**src/rtl/ultrasonic_echo_emulator.sv**
```systemverilog
`timescale 1ns/1ps
// HC-SR04 responder: answers a valid trigger with a distance-encoded echo pulse.
// Optional TRIG_SYNC_EN: 2-flop synchroniser on trig (adds 2 cycles of latency).
module ultrasonic_echo_emulator #(
  parameter int unsigned TRIG_MIN_CYC = 500,
  parameter int unsigned BURST_CYC    = 10000,
  parameter int unsigned CYC_PER_CM   = 2900,
  parameter int unsigned TIMEOUT_CYC  = 1900000,
  parameter int unsigned HOLDOFF_CYC  = 500,
  parameter int unsigned DIST_W       = 8
) (
  input  logic              clk,
  input  logic              rst,
  input  logic              trig,
  input  logic [DIST_W-1:0] dist_cm,
  input  logic              obj_present,
  output logic              echo,
  output logic              busy,
  output logic              short_trig
);

  localparam int unsigned MAX_DIST_CYC = ((1 << DIST_W) - 1) * CYC_PER_CM;
  localparam int unsigned MAX_W   = (TIMEOUT_CYC > MAX_DIST_CYC) ? TIMEOUT_CYC : MAX_DIST_CYC;
  localparam int unsigned MAX_A   = (MAX_W > BURST_CYC) ? MAX_W : BURST_CYC;
  localparam int unsigned MAX_B   = (MAX_A > HOLDOFF_CYC) ? MAX_A : HOLDOFF_CYC;
  localparam int unsigned MAX_ALL = (MAX_B > TRIG_MIN_CYC) ? MAX_B : TRIG_MIN_CYC;
  localparam int unsigned CW      = $clog2(MAX_ALL + 1);

  typedef enum logic [2:0] {
    IDLE    = 3'd0,
    TRIG_HI = 3'd1,
    BURST   = 3'd2,
    ECHO    = 3'd3,
    HOLDOFF = 3'd4
  } state_t;

  state_t        state_q, state_d;
  logic [CW-1:0] cnt_q, cnt_d;
  logic [CW-1:0] width_q, width_d;
  logic          echo_q, echo_d;
  logic          busy_q, busy_d;
  logic          trig_s;
  logic          trig_q;

`ifdef TRIG_SYNC_EN
  logic [1:0] sync_q;

  always_ff @(posedge clk or posedge rst) begin
    if (rst) sync_q <= '0;
    else     sync_q <= {sync_q[0], trig};
  end

  assign trig_s = sync_q[1];
`else
  assign trig_s = trig;
`endif

  always_ff @(posedge clk or posedge rst) begin
    if (rst) begin
      state_q <= IDLE;
      cnt_q   <= '0;
      width_q <= '0;
      echo_q  <= 1'b0;
      busy_q  <= 1'b0;
      trig_q  <= 1'b0;
    end else begin
      state_q <= state_d;
      cnt_q   <= cnt_d;
      width_q <= width_d;
      echo_q  <= echo_d;
      busy_q  <= busy_d;
      trig_q  <= trig_s;
    end
  end

  // Counters start at 1 on state entry so a compare against N spans exactly N cycles.
  always_comb begin
    state_d    = state_q;
    cnt_d      = cnt_q;
    width_d    = width_q;
    short_trig = 1'b0;
    unique case (state_q)
      IDLE: begin
        if (trig_s && !trig_q) begin
          state_d = TRIG_HI;
          cnt_d   = CW'(1);
        end
      end
      TRIG_HI: begin
        if (trig_s) begin
          if (cnt_q < CW'(TRIG_MIN_CYC)) cnt_d = cnt_q + CW'(1);
        end else if (cnt_q >= CW'(TRIG_MIN_CYC)) begin
          state_d = BURST;
          cnt_d   = CW'(1);
          if (!obj_present || (dist_cm == '0)) width_d = CW'(TIMEOUT_CYC);
          else                                 width_d = CW'(dist_cm) * CW'(CYC_PER_CM);
        end else begin
          short_trig = 1'b1;
          state_d    = IDLE;
          cnt_d      = '0;
        end
      end
      BURST: begin
        if (cnt_q == CW'(BURST_CYC - 1)) begin
          state_d = ECHO;
          cnt_d   = CW'(1);
        end else begin
          cnt_d = cnt_q + CW'(1);
        end
      end
      ECHO: begin
        if (cnt_q == width_q) begin
          state_d = HOLDOFF;
          cnt_d   = CW'(1);
        end else begin
          cnt_d = cnt_q + CW'(1);
        end
      end
      HOLDOFF: begin
        if (cnt_q == CW'(HOLDOFF_CYC)) begin
          state_d = IDLE;
          cnt_d   = '0;
        end else begin
          cnt_d = cnt_q + CW'(1);
        end
      end
      default: begin
        state_d = IDLE;
        cnt_d   = '0;
      end
    endcase
    echo_d = (state_d == ECHO);
    busy_d = (state_d == BURST) || (state_d == ECHO) || (state_d == HOLDOFF);
  end

  assign echo = echo_q;
  assign busy = busy_q;

endmodule

```
**config.mk**
```make
export PLATFORM = sky130hd
export DESIGN_NAME = ultrasonic_echo_emulator
export DESIGN_NICKNAME = d
export VERILOG_FILES = /design/src/rtl/ultrasonic_echo_emulator.sv
export SDC_FILE = /design/constraint.sdc
export NUM_CORES = 1
export LEC_CHECK = 0
export ABC_AREA = 1
export CAP_MARGIN = 0
export CORE_ASPECT_RATIO = 1.25
export CORE_UTILIZATION = 55
export DETAILED_ROUTE_END_ITERATION = 10
export PLACE_DENSITY = 0.76
export SLEW_MARGIN = 10
export SYNTH_ARGS = -nofsm -noshare
export SYNTH_HDL_FRONTEND = slang
export SYNTH_SLANG_ARGS = --single-unit
export TNS_END_PERCENT = 1
```
**constraint.sdc**
```tcl
create_clock -name clk -period 1.85 [get_ports clk]
set_clock_uncertainty 0.15 [all_clocks]
set_input_delay 0.4625 -clock clk [delete_from_list [all_inputs] [get_ports clk]]
set_output_delay 0.4625 -clock clk [all_outputs]
set_load 0.01 [all_outputs]
```
==> flow_summary.ini <==
[floorplanning]
die_w_um = 83.9
rows = 36
die_area_um2 = 8750
core_region_area_um2 = 7970
ios = 15
initial_core_util_pct = 57.8
die_y_um = 104

[synth]
yosysSeqAreaShare_pct = 25.0
netlist_instances = 631
ys_ff_latch = 46
synth.top_cell.area_share_pct = 25.0
synthesis.area_um2 = 4610
yosysWarnings = 0
syn-num-nets = 710
avgSynthCellArea_um2 = 7.30
synthDistinctLibCells = 45
synth_top_area_cell = dfrtp_1
netlist_top_cells_area = dfrtp_1 25%, nand2_1 13%, ha_1 13%, inv_1 8.0%, fa_1 7.8%

[clocking]
cts.sinks = 46
h-tree-depth = 2
clk_latency_ps = 320
cts_buffers = 5
cts_buffer_depth = 2
path_clk_slew_ps = 90
tritoncts = yes
cts_root_buf = clkbuf_8

[setup_path]
start_kind = input pin
crit_fanout = 4
r2r_slack_ps = -180
cp_data_arrival_time_ps = 3550
cp.required_ps = 1910
worstPathCellList = buf_8, ha_4, inv_2, fa_1, inv_1, fa_1, fa_1, ha_4, nand2_1, o21ai_0, nand2_1, nand3_1, xnor2_1, o22ai_1
worst-setup-path-type = input pin to flop
critPathMostFrequentCell = fa_1
critPathSlowestCell = fa_1
slowest_delay_ps = 520
endpoint_kind = flop

[global_routing]
antenna_found_initial = 0
grt_max_degree = 47
grt-ovfl-total = 0
grt_pass1_wl_mm = 24.0
grt_pass1_vias = 5239
grt_util_all_layers_pct = 35.4

[finish]
drive_gt1_share_pct = 36.3
fin_cells = 895
syn2layout_area_growth_pct = 42.4
nets = 878
antennaDiodeCount = 0

[worst_hold_path]
hp-class = input pin to asynchronous set/reset pin

[sta]
setup_viol = 38
setup_slack_ps = -1640
max_slew_margin_pct = 74.3
rsz0062_at_grt = yes
finalSetupTns_ps = -20950
worst_pin_slew_ps = 384
period_share_pct = 188
fmax_ghz = 0.287
period_needed_ps = 3490
hold-worst-slack_ps = 328
hold_viol_final = 0
drv_slew = 0

[routing]
drtAntennaViolNets = 0
post_drt_wl_per_cell_um = 17.5
drt_iter0_drc = 244
routed.top_layer = met4
dr.pass1.iters = 8
num_vias = 5012
wl_met1_mm = 5.41
dr_wl_met3_um = 623
via_per_inst = 5.60
dr_wl_met2_mm = 8.36
wirelength_mm = 15.6
drc_errors = 2

[status]
failed_checks = DRC, setup timing
status = complete, but fails checks

[flow_run]
drv_cap = 0

[power]
ir_worst_vdd_uv = 672
p_per_area_nw_per_um2 = 704
p_leak_nw = 3.41

[place]
dp_worst_setup_slack_ps = -2300
gp_congestion = 0.943
place_inst = 882
post-dp-hpwl_mm = 11.4
portBuffers = 14
power breakdown:
| group | internal (W) | leakage [nW] | switching, W |
|---|---|---|---|
| Combinational | 0.00137 | 2.89 | 0.00149 |
| Sequential | 0.00101 | 0.463 | 0.000000558 |
| Clock | 0.000378 | 0.0575 | 0.000375 |
| Total | 0.00276 | 3.41 | 0.00186 |
registers in the layout, summed over array words and instances, names as in the netlist:
name and count:
width_q 19, cnt_q 21, busy 1, state_q 3, trig_q 1, echo 1
layer usage:
metal  vias to the layer above  global-route usage, %
li1                       2337                      -
met1                      2359                   34.3
met2                       213                   68.3
met3                       103                   3.65
met4                         0                   25.2
met5                         -                      0
worst max-delay path, delay by kind of cell:
kind                       cells  cell delay, ps
adders and majority gates      5            2080
and+or+nand+nor                3             340
AOI/OAI and AO/OA              2             330
buffers and inverters          3             200
xor gates and xnor gates       1             140
path summary, 6_finish.rpt:
check / startpoint / to / cells past startpoint
min reg2reg: width_q[16] / width_q[16] / 2
min in group clk: width_q[16] / width_q[16] / 2
max reg2reg: cnt_q[1] / cnt_q[14] / 12
max: dist_cm[4] / width_q[17] / 14
max in group asynchronous: rst / state_q[0] / 3
min: rst / cnt_q[7] / 3
cell usage after synthesis (all sizes together):
cell type / number
o21ai: 16
nand3b: 1
nor2: 74
nor4: 1
a22oi: 5
nand4: 15
a21boi: 1
o311ai: 1
fa: 18
a21oi: 21
nor3: 10
xnor2: 6
ha: 49
a211oi: 1
a32oi: 1
nand2: 174
o22ai: 4
a31oi: 2
a21o: 3
buf: 8
nor3b: 1
or2: 1
o21bai: 2
nand3: 52
xor2: 6
dfrtp: 46
inv: 112
cells in the final DEF (no fill, tap or decap), types with 5 or more instances in the layout:
master / n
nand2_1: 156
buf_4: 146
inv_1: 89
nor2_1: 52
dfrtp_1: 46
nand3_1: 40
ha_1: 28
ha_4: 20
inv_2: 19
fa_1: 18
nor2_2: 14
nand2_2: 14
nand4_1: 14
a21oi_1: 11
nand3_2: 10
o21ai_0: 9
clkbuf_8: 8
buf_6: 8
nor2_4: 7
nor3_1: 7
a21oi_2: 6
xnor2_1: 6
xor2_1: 5
a22oi_1: 5
clkdlybuf4s50_1: 5
final cells by class:
| type | instances | area (um2) |
|---|---|---|
| Clock buffer | 8 | 110 |
| Fill cell | 494 | 1410 |
| Inverter | 112 | 435 |
| Multi-Input combinational cell | 465 | 3400 |
| Sequential cell | 46 | 1150 |
| Tap cell | 95 | 119 |
| Timing Repair Buffer | 169 | 1350 |
cell families after synthesis:
logic type	after synthesis	share of synthesized area (%)
AND/OR/NAND/NOR	329	33.3
XOR/XNOR	12	2.44
flip-flops	46	25.0
adder cells (fa/ha/maj)	67	21.1
AO/OA/AOI/OAI	57	7.25
buffers and inverters	120	10.9
through the flow:
step,instance area (um2),power [W],utilization [%]
6_report,6560,0.00462,82.3
5_1_grt,6560,0.00482,82.3
4_1_cts,6440,0.00424,80.8
3_5_place_dp,6030,0.00305,75.6
3_3_place_gp,6030,0.00297,75.6
2_1_floorplan,4690,0.00231,-
what timing repair did:
action                     CTS  global route
gates cloned                 0             0
setup buffers                5             0
pin swaps                   35            20
hold buffers                 0             0
gates resized for setup     90            31
hold endpoints to repair     0             0
setup endpoints to repair   45            46
No activity file was read; power rests on OpenSTA's default activity.
